===== src/rtl/e1_fixed_pkg.sv =====
// rtl/e1_fixed_pkg.sv - E1 fixed-point widths, rounding shift and output range check
package e1_fixed_pkg;

   localparam int E1_N_IN    = 64;
   localparam int E1_Q_IN    = 49;
   localparam int E1_N_OUT   = 24;
   localparam int E1_Q_OUT   = 12;
   localparam int E1_RND_SH  = E1_Q_IN - E1_Q_OUT;
   // Working width for range checks; wide enough for any supported input width plus guard bit.
   localparam int E1_WIDE    = 128;

   typedef enum logic [1:0] {
      NARROW_OK = 2'd0,
      NARROW_HI = 2'd1,
      NARROW_LO = 2'd2
   } narrow_e;

   // Classifies a sign-extended value against the signed n_out-bit range; the caller clamps or wraps.
   function automatic narrow_e sat_narrow(input logic signed [E1_WIDE-1:0] r, input int n_out);
      logic signed [E1_WIDE-1:0] lim;
      logic signed [E1_WIDE-1:0] hi_lim;
      logic signed [E1_WIDE-1:0] lo_lim;
      lim    = E1_WIDE'(1) << (n_out - 1);
      hi_lim = lim - E1_WIDE'(1);
      lo_lim = -lim;
      if (r > hi_lim)
         sat_narrow = NARROW_HI;
      else if (r < lo_lim)
         sat_narrow = NARROW_LO;
      else
         sat_narrow = NARROW_OK;
   endfunction

endpackage


===== src/rtl/e1_sync_fifo.sv =====
// rtl/e1_sync_fifo.sv - show-ahead synchronous FIFO with level and full/empty flags
module e1_sync_fifo #(
   parameter int W     = 24,
   parameter int DEPTH = 8
) (
   input  logic                       clk,
   input  logic                       rst,
   input  logic                       push,
   input  logic [W-1:0]               push_data,
   input  logic                       pop,
   output logic [W-1:0]               head,
   output logic                       full,
   output logic                       empty,
   output logic [$clog2(DEPTH):0]     level
);

   localparam int AW = $clog2(DEPTH);
   localparam int LW = AW + 1;

   logic [W-1:0]  mem [DEPTH];
   logic [AW-1:0] wr_ptr;
   logic [AW-1:0] rd_ptr;
   logic [LW-1:0] count;
   logic          do_push;
   logic          do_pop;

   // A push into a full FIFO is only honoured when a pop frees the head slot in the same cycle.
   assign do_pop  = pop & ~empty;
   assign do_push = push & (~full | do_pop);

   assign full  = (count == LW'(DEPTH));
   assign empty = (count == '0);
   assign level = count;
   assign head  = mem[rd_ptr];

   // Storage array, cleared on reset so the head reads zero until the first write.
   always_ff @(posedge clk or posedge rst) begin
      if (rst) begin
         for (int i = 0; i < DEPTH; i++)
            mem[i] <= '0;
      end else if (do_push) begin
         mem[wr_ptr] <= push_data;
      end
   end

   // Pointers wrap naturally because DEPTH is a power of two; count tracks net occupancy.
   always_ff @(posedge clk or posedge rst) begin
      if (rst) begin
         wr_ptr <= '0;
         rd_ptr <= '0;
         count  <= '0;
      end else begin
         if (do_push)
            wr_ptr <= wr_ptr + 1'b1;
         if (do_pop)
            rd_ptr <= rd_ptr + 1'b1;
         case ({do_push, do_pop})
            2'b10:   count <= count + LW'(1);
            2'b01:   count <= count - LW'(1);
            default: count <= count;
         endcase
      end
   end

endmodule


===== src/rtl/e1_qres_buffer.sv =====
// rtl/e1_qres_buffer.sv - requantize adder results and buffer them; E1_QRES_SAT_EN selects clamp over wrap
module e1_qres_buffer
   import e1_fixed_pkg::*;
#(
   parameter int N_IN  = E1_N_IN,
   parameter int Q_IN  = E1_Q_IN,
   parameter int N_OUT = E1_N_OUT,
   parameter int Q_OUT = E1_Q_OUT,
   parameter int DEPTH = 8
) (
   input  logic                       clk,
   input  logic                       rst,
   input  logic [N_IN-1:0]            c,
   input  logic                       c_valid,
   output logic [N_OUT-1:0]           out_data,
   output logic                       out_valid,
   input  logic                       out_ready,
   output logic [$clog2(DEPTH):0]     level,
   output logic                       ovf,
   output logic [15:0]                drop_cnt
);

   localparam int SH = Q_IN - Q_OUT;
   // Half an output LSB in input units; the extra low bit makes SH == 0 yield zero with no special case.
   localparam logic [N_IN+1:0] HALF_W = (N_IN + 2)'(1) << SH;
   localparam logic [N_IN:0]   HALF   = HALF_W[N_IN+1:1];

   logic signed [N_IN:0]      c_ext;
   logic signed [N_IN:0]      c_sum;
   logic signed [N_IN:0]      r_sh;
   logic signed [E1_WIDE-1:0] r_wide;
   narrow_e                   range;
   logic [N_OUT-1:0]          q_val;
   logic                      q_ovf;

   logic                      stage_valid;
   logic [N_OUT-1:0]          stage_data;
   logic                      stage_ovf;

   logic                      full;
   logic                      empty;
   logic                      pop;
   logic                      push;
   logic                      drop;

   // One guard bit above the input keeps the rounding add free of internal overflow.
   assign c_ext  = {c[N_IN-1], c};
   assign c_sum  = c_ext + HALF;
   assign r_sh   = c_sum >>> SH;
   assign r_wide = {{(E1_WIDE - N_IN - 1){r_sh[N_IN]}}, r_sh};
   assign range  = sat_narrow(r_wide, N_OUT);
   assign q_ovf  = (range != NARROW_OK);

`ifdef E1_QRES_SAT_EN
   localparam logic [N_OUT-1:0] Q_MAX = {1'b0, {(N_OUT - 1){1'b1}}};
   localparam logic [N_OUT-1:0] Q_MIN = {1'b1, {(N_OUT - 1){1'b0}}};

   // Out-of-range results clamp to the nearest representable output.
   always_comb begin
      q_val = r_sh[N_OUT-1:0];
      if (range == NARROW_HI)
         q_val = Q_MAX;
      else if (range == NARROW_LO)
         q_val = Q_MIN;
   end
`else
   // Out-of-range results wrap by keeping the low output bits.
   always_comb begin
      q_val = r_sh[N_OUT-1:0];
   end
`endif

   // Requantize stage: captures each adder pulse together with its overflow indication.
   always_ff @(posedge clk or posedge rst) begin
      if (rst) begin
         stage_valid <= 1'b0;
         stage_data  <= '0;
         stage_ovf   <= 1'b0;
      end else begin
         stage_valid <= c_valid;
         if (c_valid) begin
            stage_data <= q_val;
            stage_ovf  <= q_ovf;
         end
      end
   end

   assign pop  = out_valid & out_ready;
   assign push = stage_valid & (~full | pop);
   assign drop = stage_valid & full & ~pop;

   // Sticky overflow covers every staged result, whether or not the FIFO had room for it.
   always_ff @(posedge clk or posedge rst) begin
      if (rst)
         ovf <= 1'b0;
      else if (stage_valid && stage_ovf)
         ovf <= 1'b1;
   end

   // Saturating count of results discarded because the FIFO was full.
   always_ff @(posedge clk or posedge rst) begin
      if (rst)
         drop_cnt <= '0;
      else if (drop && (drop_cnt != 16'hFFFF))
         drop_cnt <= drop_cnt + 16'd1;
   end

   e1_sync_fifo #(
      .W     (N_OUT),
      .DEPTH (DEPTH)
   ) u_fifo (
      .clk       (clk),
      .rst       (rst),
      .push      (push),
      .push_data (stage_data),
      .pop       (pop),
      .head      (out_data),
      .full      (full),
      .empty     (empty),
      .level     (level)
   );

   assign out_valid = ~empty;

endmodule


===== config.mk =====
export PLATFORM = sky130hd
export DESIGN_NAME = e1_qres_buffer
export DESIGN_NICKNAME = d
export VERILOG_FILES = /design/src/rtl/e1_fixed_pkg.sv /design/src/rtl/e1_sync_fifo.sv /design/src/rtl/e1_qres_buffer.sv
export SDC_FILE = /design/constraint.sdc
export NUM_CORES = 1
export LEC_CHECK = 0
export ABC_CLOCK_PERIOD_IN_PS = 9800
export CELL_PAD_IN_SITES_DETAIL_PLACEMENT = 1
export CELL_PAD_IN_SITES_GLOBAL_PLACEMENT = 2
export CORE_MARGIN = 10
export CORE_UTILIZATION = 45
export DETAILED_ROUTE_END_ITERATION = 10
export DONT_BUFFER_PORTS = 1
export GPL_TIMING_DRIVEN = 0
export PLACE_DENSITY_LB_ADDON = 0.1
export REMOVE_ABC_BUFFERS = 1
export SYNTH_ARGS = -nofsm -noshare
export SYNTH_HDL_FRONTEND = slang
export SYNTH_HIERARCHICAL = 1
export SYNTH_SLANG_ARGS = --single-unit

===== constraint.sdc =====
create_clock -name clk -period 9.8 [get_ports clk]
set_input_delay 1.96 -clock clk [delete_from_list [all_inputs] [get_ports clk]]
set_output_delay 1.96 -clock clk [all_outputs]
set_load 0.03 [all_outputs]

# Word level (Yosys, flattened, before mapping)
# Index checks and enable logic that the tools add are counted.
# word_totals
reg_bits	245
output_inout_bits	46
in_bits	68
elab_cells	59
# classes
n_mux	9
n_eq_ne	4
n_addsub	6
reduce_logical	6
bitwise_logic	13
n_lt_le_gt_ge	5
# ops
operator	count
192-bit bitwise mux	1
24-bit binary-select mux with 3-bit select	1
24-bit demux with 3-bit select	1
24-bit two-way mux	3
64-bit by 38-bit adder with 65-bit output (second input constant)	1
28-bit by 24-bit > comparator with 1-bit output (second input constant)	1
28-bit by 24-bit < comparator with 1-bit output (second input constant)	1
16-bit by 1-bit adder with 16-bit output (second input constant)	1
16-bit != test (second input constant)	1
4-bit >= comparator (second input constant)	2
3-bit NOT with 4-bit output	2
4-bit case mux with 2 select lines	1
3-bit by 1-bit adder with 3-bit output (second input constant)	2
1-bit bitwise AND	6
4-bit by 1-bit adder with 4-bit output (second input constant)	1
4-bit == test (second input constant)	1
4-bit logical NOT	1
4-bit by 1-bit < comparator with 1-bit output (second input constant)	1
2-bit two-way mux	2
2-bit nonzero test	2
4-bit by 1-bit subtractor with 4-bit output (second input constant)	1
1-bit logical AND	3
1-bit NOT	3
2-bit by 1-bit == test with 1-bit output (second input constant)	1
2 further kinds	3

# Depth between registers and ports, before layout
# Gate-level depths: netlist of the first run.
# logic_depth
ltp_word	8
ltp_mapped	12
depth_no_buf	10

# Hierarchy
# Netlist of the first run, hierarchy kept.
# by_module_without_submodules
module	seq_area_each_um2	instances	area_each_um2	cells_per_inst
e1_sync_fifo	5054.8	1	9615.5	559
e1_qres_buffer	1076.0	1	2338.5	243

# Worst setup path after synthesis of the first run
# No wires, ideal clock.
# synth_path
path_type	input port to flip-flop
startpoint	input port out_ready
endpoint	register u_fifo.count[3] (netlist: u_fifo/level[3])
arrival_ns	4.178
setup_time_ns	0.134
path_slack_ns	5.488
path_buffers	1
cell_stages	10
required_ns	9.666
cell_sequence	nand2b_1 > inv_1 > buf_2 > o41ai_1 > inv_1 > ha_1 > ha_1 > or4b_2 > o311ai_0 > o211ai_1
# synth_via
elab_chain_cells	6
word_cells_on_any_way	10
cone_classes	eq/ne: 2; mux: 1; bitwise: 6; reduce/logical: 1
# synth_rtl
item	line_no	text
start, declared	e1_qres_buffer.sv:17	input logic out_ready,
1-bit bitwise AND (*)	e1_qres_buffer.sv:88	assign pop = out_valid & out_ready;
net pop	e1_qres_buffer.sv:42	logic pop;
1-bit bitwise AND (*)	e1_sync_fifo.sv:28	assign do_pop = pop & ~empty;
net u_fifo.do_pop	e1_sync_fifo.sv:25	logic do_pop;
1-bit bitwise OR	e1_sync_fifo.sv:29	assign do_push = push & (~full | do_pop);
1-bit bitwise AND	e1_sync_fifo.sv:29	
2-bit by 1-bit == test with 1-bit output or 2-bit == test (tied branches)	e1_sync_fifo.sv:57	case ({do_push, do_pop})
4-bit case mux with 2 select lines or 2-bit nonzero test (tied branches)	--	
end signal, assigned	e1_sync_fifo.sv:58	2'b10: count <= count + LW'(1);
end signal, assigned	e1_sync_fifo.sv:59	2'b01: count <= count - LW'(1);
end signal, assigned	e1_sync_fifo.sv:60	default: count <= count;
end, declared	e1_sync_fifo.sv:23	logic [LW-1:0] count;
# The timed path passes the listed nets; every way through them passes the cells marked *.
# A chain may end at the register's enable or synchronous reset.

# Worst setup path in the final report of the first run
# layout_path
startpoint	register u_fifo.rd_ptr[0]
endpoint	output port out_data[4]
# layout_via
elab_chain_cells	4
# layout_rtl
item	line_no	text
start, declared	e1_sync_fifo.sv:22	logic [AW-1:0] rd_ptr;
start signal, assigned	e1_sync_fifo.sv:56	rd_ptr <= rd_ptr + 1'b1;
3-bit NOT with 4-bit output (implied by the code)	e1_sync_fifo.sv:34	assign head = mem[rd_ptr];
24-bit binary-select mux with 3-bit select	e1_sync_fifo.sv:34	
24-bit two-way mux (implied by the code) (2 in a row)	e1_sync_fifo.sv:34	
end, declared	e1_qres_buffer.sv:15	output logic [N_OUT-1:0] out_data,
# Every way passes these cells. The select of a mux whose other input is x is not followed.

==> impl_metrics.json, run 1 <==
{
  "pwr-share-comb": 0.380,
  "cts_setup_buffers": 0,
  "status": "finished clean",
  "synth_edf_count": 0,
  "die_area_sq_um": 33480,
  "setup_tns_ps": 0,
  "synth_top_family_by_area": "multiplexers",
  "syn_inst": 802,
  "max-slew-margin-rel": 0.1515,
  "holdBufCountCts": 0,
  "ys_seq_area_frac": 0.5129,
  "pwr-share-clk": 0.229,
  "num_vias": 6691,
  "start_util": 0.4574,
  "power_frac_seq": 0.391,
  "synthMuxAreaShare": 0.3183,
  "fin_crit_sh": 0.4562,
  "gp_congestion": 0.7572,
  "setup_violations": 0,
  "layout-drive-gt1-share": 0.4228,
  "synthXorXnorAreaFrac": 0.03224,
  "synthAdderAreaFrac": 0.009001,
  "grt_pass1_wl_um": 45380,
  "crit_required_ps": 7840,
  "cts_made_buffers": 28,
  "cts_sinks": 245,
  "min_period_ps": 4470,
  "ios": 114,
  "synth_simple_gate_area_frac": 0.06008,
  "cts_max_path_buffers": 3,
  "cts_max_level": 1,
  "switchingPower_mw": 1.600,
  "port-buffer-count": 0,
  "drt_iter0_markers": 331,
  "wl_per_cell_um": 24.86,
  "rsz0062_at_grt": "no",
  "p_int_mw": 3.139,
  "crit_path_max_incr_delay_ps": 740,
  "crit_chain": "buf_16, mux4_2, mux2_2",
  "worstSkewPairLatency_ps": 530,
  "hp-class": "reg2reg",
  "critical_path_class": "reg2out",
  "grt_pass1_vias": 7756,
  "worstSetupEndpointType": "output port",
  "fin_area_sq_um": 13270,
  "die_h_um": 183.0,
  "worstSetupStartpointType": "flip-flop",
  "r2r_start": "u_fifo/level[0]",
  "drv_cap": 0,
  "cts_tree": "yes",
  "drv_slew": 0,
  "syn_area_sq_um": 11950,
  "async_flop_share": 1.000,
  "skew_ps": 6.435,
  "hold_viol": 0,
  "yosysUniqueCellTypes": 57,
  "r2r_end": "u_fifo/level[3]",
  "final_nets": 873,
  "place_hpwl_um": 18410,
  "drcViolationCount": 0,
  "ys_warn_count": 6,
  "clock.fmax_ghz": 0.2237,
  "peakVddDrop_uv": 206.6,
  "crit_arrival_ps": 2510,
  "placed_cells": 1101,
  "ys.flop_type": "dfrtp_1",
  "first_pass_iters": 4,
  "rows": 59,
  "synth_compound_area_frac": 0.03611,
  "swShare": 0.3376,
  "p_leak_nw": 5.535,
  "setup.worst_path.start": "u_fifo/rd_ptr[0]",
  "critPathSlowestCell": "dfrtp_4",
  "r2r_cells": 10,
  "antenna_found_initial": 0,
  "synth_seq_cells": 245,
  "die_w_um": 183.0,
  "coreArea_sq_um": 26130,
  "hp-start": "u_fifo/mem[176]",
  "overflow": 0,
  "holdPathStages": 1,
  "avgViaCountPerCell": 5.813,
  "drtAntennaViolNets": 0,
  "tightest_slew_ps": 1268,
  "grt_max_degree": 135,
  "cts_resized": 0,
  "diodes": 0,
  "cts_root_buffer": "clkbuf_16",
  "cts.clk_slew.worst_paths_ps": 60,
  "routed_wl_um": 28610,
  "p_per_area_nw_per_um2": 357.0,
  "areaGrowthSynthToFinish_pct": 11.04,
  "holdPathEnd": "u_fifo/mem[176]",
  "syn_area_per_cell_sq_um": 14.91,
  "grt_usage": 0.1723,
  "stdcell_count": 1151,
  "place_area_sq_um": 12290,
  "r2r_setup_slack_ps": 5990,
  "crit_fanout": 28
}
==> cell type report <==
type / instances / area, sq um
multi-input cells: 497 / 5459
clock buffers: 39 / 823.3
flip-flops and latches: 245 / 6140
repair buffers: 9 / 210.2
clock inverters: 10 / 155.1
well taps: 335 / 419.2
inverters: 16 / 67.56
fillers: 2510 / 12860
==> critical path: cells and delay by family, from the launching register on <==
family | cells | cell delay [ps]
muxes | 2 | 910
DFF | 1 | 740
buffers and inverters | 1 | 290
==> state kept, by name (all words and copies together), names as in the netlist <==
name           cells
drop_cnt          16
u_fifo/rd_ptr      3
stage_data        24
stage_ovf          1
u_fifo/mem       192
stage_valid        1
ovf                1
u_fifo/level       4
u_fifo/wr_ptr      3
==> cell families (layout without fill, tap and decap cells) <==
family / after synthesis / count (layout)
muxes: 270 / 270
buffers and inverters: 60 / 74
AOI/OAI and AO/OA: 49 / 49
DFF: 245 / 245
xor gates and xnor gates: 44 / 44
and+or+nand+nor: 126 / 126
adders and majority gates: 8 / 8
==> power by group through the flow <==
| stage | Sequential (mW) | Combinational [mW] | Clock, mW |
|---|---|---|---|
| 2_1_floorplan | 1.75 | 1.50 | 0 |
| 3_3_place_gp | 1.87 | 1.71 | 0 |
| 3_5_place_dp | 1.87 | 1.83 | 0 |
| 4_1_cts | 1.86 | 1.84 | 1.12 |
| 5_1_grt | 1.92 | 1.93 | 1.17 |
| 6_report | 1.85 | 1.80 | 1.09 |
==> cells in the mapped netlist, types with 4 or more instances <==
cell type	instances	area share
mux4_2	48	0.090
ha_1	7	0.0073
nor2_1	38	0.012
nand2_1	20	0.0063
buf_1	8	0.0025
buf_2	4	0.0017
mux2_4	60	0.075
a21oi_1	24	0.010
mux2_1	4	0.0038
buf_4	4	0.0025
inv_1	16	0.0050
nor4_2	4	0.0042
and4_1	7	0.0051
buf_6	13	0.012
nand4_1	13	0.0068
xor2_1	11	0.0081
nand3_1	13	0.0054
xnor2_1	33	0.024
nor4_1	6	0.0031
dfrtp_1	245	0.51
nor3_1	4	0.0017
clkbuf_1	13	0.0041
mux2_2	157	0.15
==> cell usage in the layout, fill, tap and decap left out, types with 6 or more instances in the layout <==
master and n:
nand4_1 13, inv_1 14, clkbuf_8 6, mux4_2 48, nor2_1 38, mux2_2 157, and4_1 7, buf_16 6
nand2_1 20, dfrtp_1 242, a21oi_1 24, nor4_1 6, xor2_1 11, nand3_1 13, ha_1 7, clkbuf_16 29
mux2_4 60, xnor2_1 33
==> through the flow <==
stage	power [mW]	hold slack [ps]	utilization	setup slack (ps)
2_1_floorplan	3.250	454.7	-	2329
3_3_place_gp	3.577	468.4	0.4614	650.7
3_5_place_dp	3.699	485.8	0.4703	4527
4_1_cts	4.813	500.3	0.5078	5096
5_1_grt	5.010	516.4	0.5079	5216
6_report	4.739	496.1	0.5079	5330
==> metal layers <==
metal	GRT usage	vias up	routed length (um)
met5	0	-	0
met4	0.02820	0	398
met3	0.05198	29	1836
met2	0.2880	102	13780
met1	0.2199	3609	12600
li1	-	2951	-
==> worst max path at each step <==
stage / endpoint / slack, ps
after floorplan: u_fifo/level[0] / 2330
after global placement: u_fifo/mem[51] / 650
after detailed placement: u_fifo/level[3] / 4530
after CTS: u_fifo/level[3] / 5100
after global routing: out_data[4] / 5220
final: out_data[4] / 5330
Power figures use the tool's default switching activity.
==> run 2: changes to the inputs <==
- ABC_CLOCK_PERIOD_IN_PS: 9800 -> 4200
- clock period: 9.8 -> 4.2 ns (I/O delays scaled with it)
==> impl_metrics.json, run 2 (synthesized netlist as in run 1, its figures left out) <==
{
  "status": "finished clean",
  "hold_viol": 0,
  "die_w_um": 183.0,
  "die_h_um": 183.0,
  "reg.largest.list": "u_fifo/mem x192, stage_data x24, drop_cnt x16",
  "grt_max_degree": 135,
  "drcViolationCount": 0,
  "die_area_sq_um": 33480,
  "fin_crit_sh": 0.9135,
  "cts_max_level": 1,
  "rows": 59,
  "worstSetupStartpointType": "flip-flop",
  "crit_fanout": 11,
  "critical_path_class": "reg2reg",
  "final_common_cell": "dfrtp_1",
  "layout.area.seq_sq_um": 6140,
  "endpoint": "u_fifo/level[3]",
  "drt_iter0_markers": 301,
  "tightest_slew_ps": 1265,
  "rsz0062_at_grt": "no",
  "p_int_mw": 7.324,
  "stdcell_count": 1150,
  "overflow": 0,
  "wl_per_cell_um": 24.94,
  "cts_max_path_buffers": 3,
  "cts_tree": "yes",
  "avgViaCountPerCell": 5.835,
  "grt_pass1_vias": 7753,
  "min_period_ps": 3837,
  "holdBufCountCts": 0,
  "top_register": "u_fifo/mem",
  "clock.fmax_ghz": 0.2607,
  "placed_cells": 1101,
  "layout-drive-gt1-share": 0.4233,
  "swShare": 0.3377,
  "cts_made_buffers": 28,
  "worstSkewPairLatency_ps": 530,
  "power.total_mw": 11.06,
  "r2r_start": "u_fifo/level[0]",
  "power_frac_seq": 0.391,
  "pwr-share-comb": 0.380,
  "peakVddDrop_uv": 483.5,
  "p_leak_nw": 5.532,
  "cts_root_buffer": "clkbuf_16",
  "skew_ps": 7.148,
  "drv_cap": 0,
  "r2r_end": "u_fifo/level[3]",
  "drv_slew": 0,
  "setup.worst_path.start": "u_fifo/level[0]",
  "timing.final.ws_setup_ps": 363.5,
  "crit_required_ps": 4590,
  "antenna_found_initial": 0,
  "setup_violations": 0,
  "first_pass_iters": 4,
  "hp-class": "in2async",
  "r2r_cells": 10,
  "cts_sinks": 245,
  "mostFrequentLayoutCells": "242 x dfrtp_1, 157 x mux2_2, 60 x mux2_4",
  "areaGrowthSynthToFinish_pct": 11.03,
  "cts.clk_slew.worst_paths_ps": 60,
  "coreArea_sq_um": 26130,
  "fillers": 2510,
  "ios": 114,
  "start_util": 0.4574,
  "num_vias": 6710,
  "gp_congestion": 0.7572,
  "drtAntennaViolNets": 0,
  "crit_arrival_ps": 4230,
  "routed_wl_um": 28680,
  "holdWs_ps": 200.3,
  "multiInputGateArea_sq_um": 5463,
  "worstSetupEndpointType": "flip-flop",
  "p_per_area_nw_per_um2": 833.2,
  "r2r_setup_slack_ps": 360,
  "pwr-share-clk": 0.229,
  "diodes": 0,
  "place_ws_ps": -196.2,
  "place_hpwl_um": 18410,
  "fin_util": 0.5079,
  "switchingPower_mw": 3.735,
  "final_nets": 872,
  "largest_reg_flops": 192,
  "max-slew-margin-rel": 0.1532,
  "grt_usage": 0.1723,
  "port-buffer-count": 0,
  "grt_pass1_wl_um": 45380
}
==> run 2: cell types whose count changed in the layout (fill, tap and decap cells not counted), sizes merged <==
| cell | change |
|---|---|
| buf | -1 |
==> run 2: layer usage <==
| metal | global-route usage | vias to the layer above | part of all wire |
|---|---|---|---|
| li1 | - | 2953 | - |
| met2 | 0.2880 | 105 | 0.48 |
| met4 | 0.02820 | 0 | 0.014 |
| met5 | 0 | - | 0 |
| met3 | 0.05198 | 31 | 0.064 |
| met1 | 0.2199 | 3621 | 0.44 |
==> run 2: how the worst min path moves through the flow <==
stage / start / end / slack (ps)
after floorplan: stage_ovf / ovf / 450
after global placement: u_fifo/mem[23] / u_fifo/mem[23] / 470
after detailed placement: u_fifo/mem[176] / u_fifo/mem[176] / 490
after CTS: rst / u_fifo/mem[110] / 200
after global routing: rst / u_fifo/mem[110] / 210
final: rst / u_fifo/mem[110] / 200
==> run 2: what timing repair did <==
action                                 4_1_cts  5_1_grt
setup buffers                                0        0
endpoints found under the hold margin        0        0
setup endpoints to repair                    1        1
resized for setup                            1        1
==> run 2: power groups by stage <==
stage,logic [mW],registers (mW),clock network (mW)
6_report,4.20,4.32,2.54
5_1_grt,4.50,4.47,2.72
4_1_cts,4.28,4.33,2.62
3_5_place_dp,4.27,4.36,0
3_3_place_gp,3.98,4.36,0
2_1_floorplan,3.49,4.09,0
==> run 2: through the flow <==
stage	cell area, sq um	setup TNS, ps
final	13270	0
after global routing	13270	0
after detailed placement	12290	-196.2
after CTS	13270	0
after global placement	12060	-788890
after floorplan	11640	-434450
==> run 2: area by class of cell <==
class                   count  share of cell area
multi-input cells         497              0.4116
well taps                 335             0.03158
flip-flops and latches    245              0.4626
inverters                  16            0.005091
repair buffers              8             0.01546
clock inverters            10             0.01169
clock buffers              39             0.06203
==> run 2: worst max-delay path: stages, from the launching register on <==
cell and delay (ps):
dfrtp_1 670, nor4_1 140, nand2b_1 220, inv_1 590, o41ai_1 290, inv_1 170, ha_1 330, ha_1 350
or4b_2 680, o311ai_0 120, o211ai_1 130
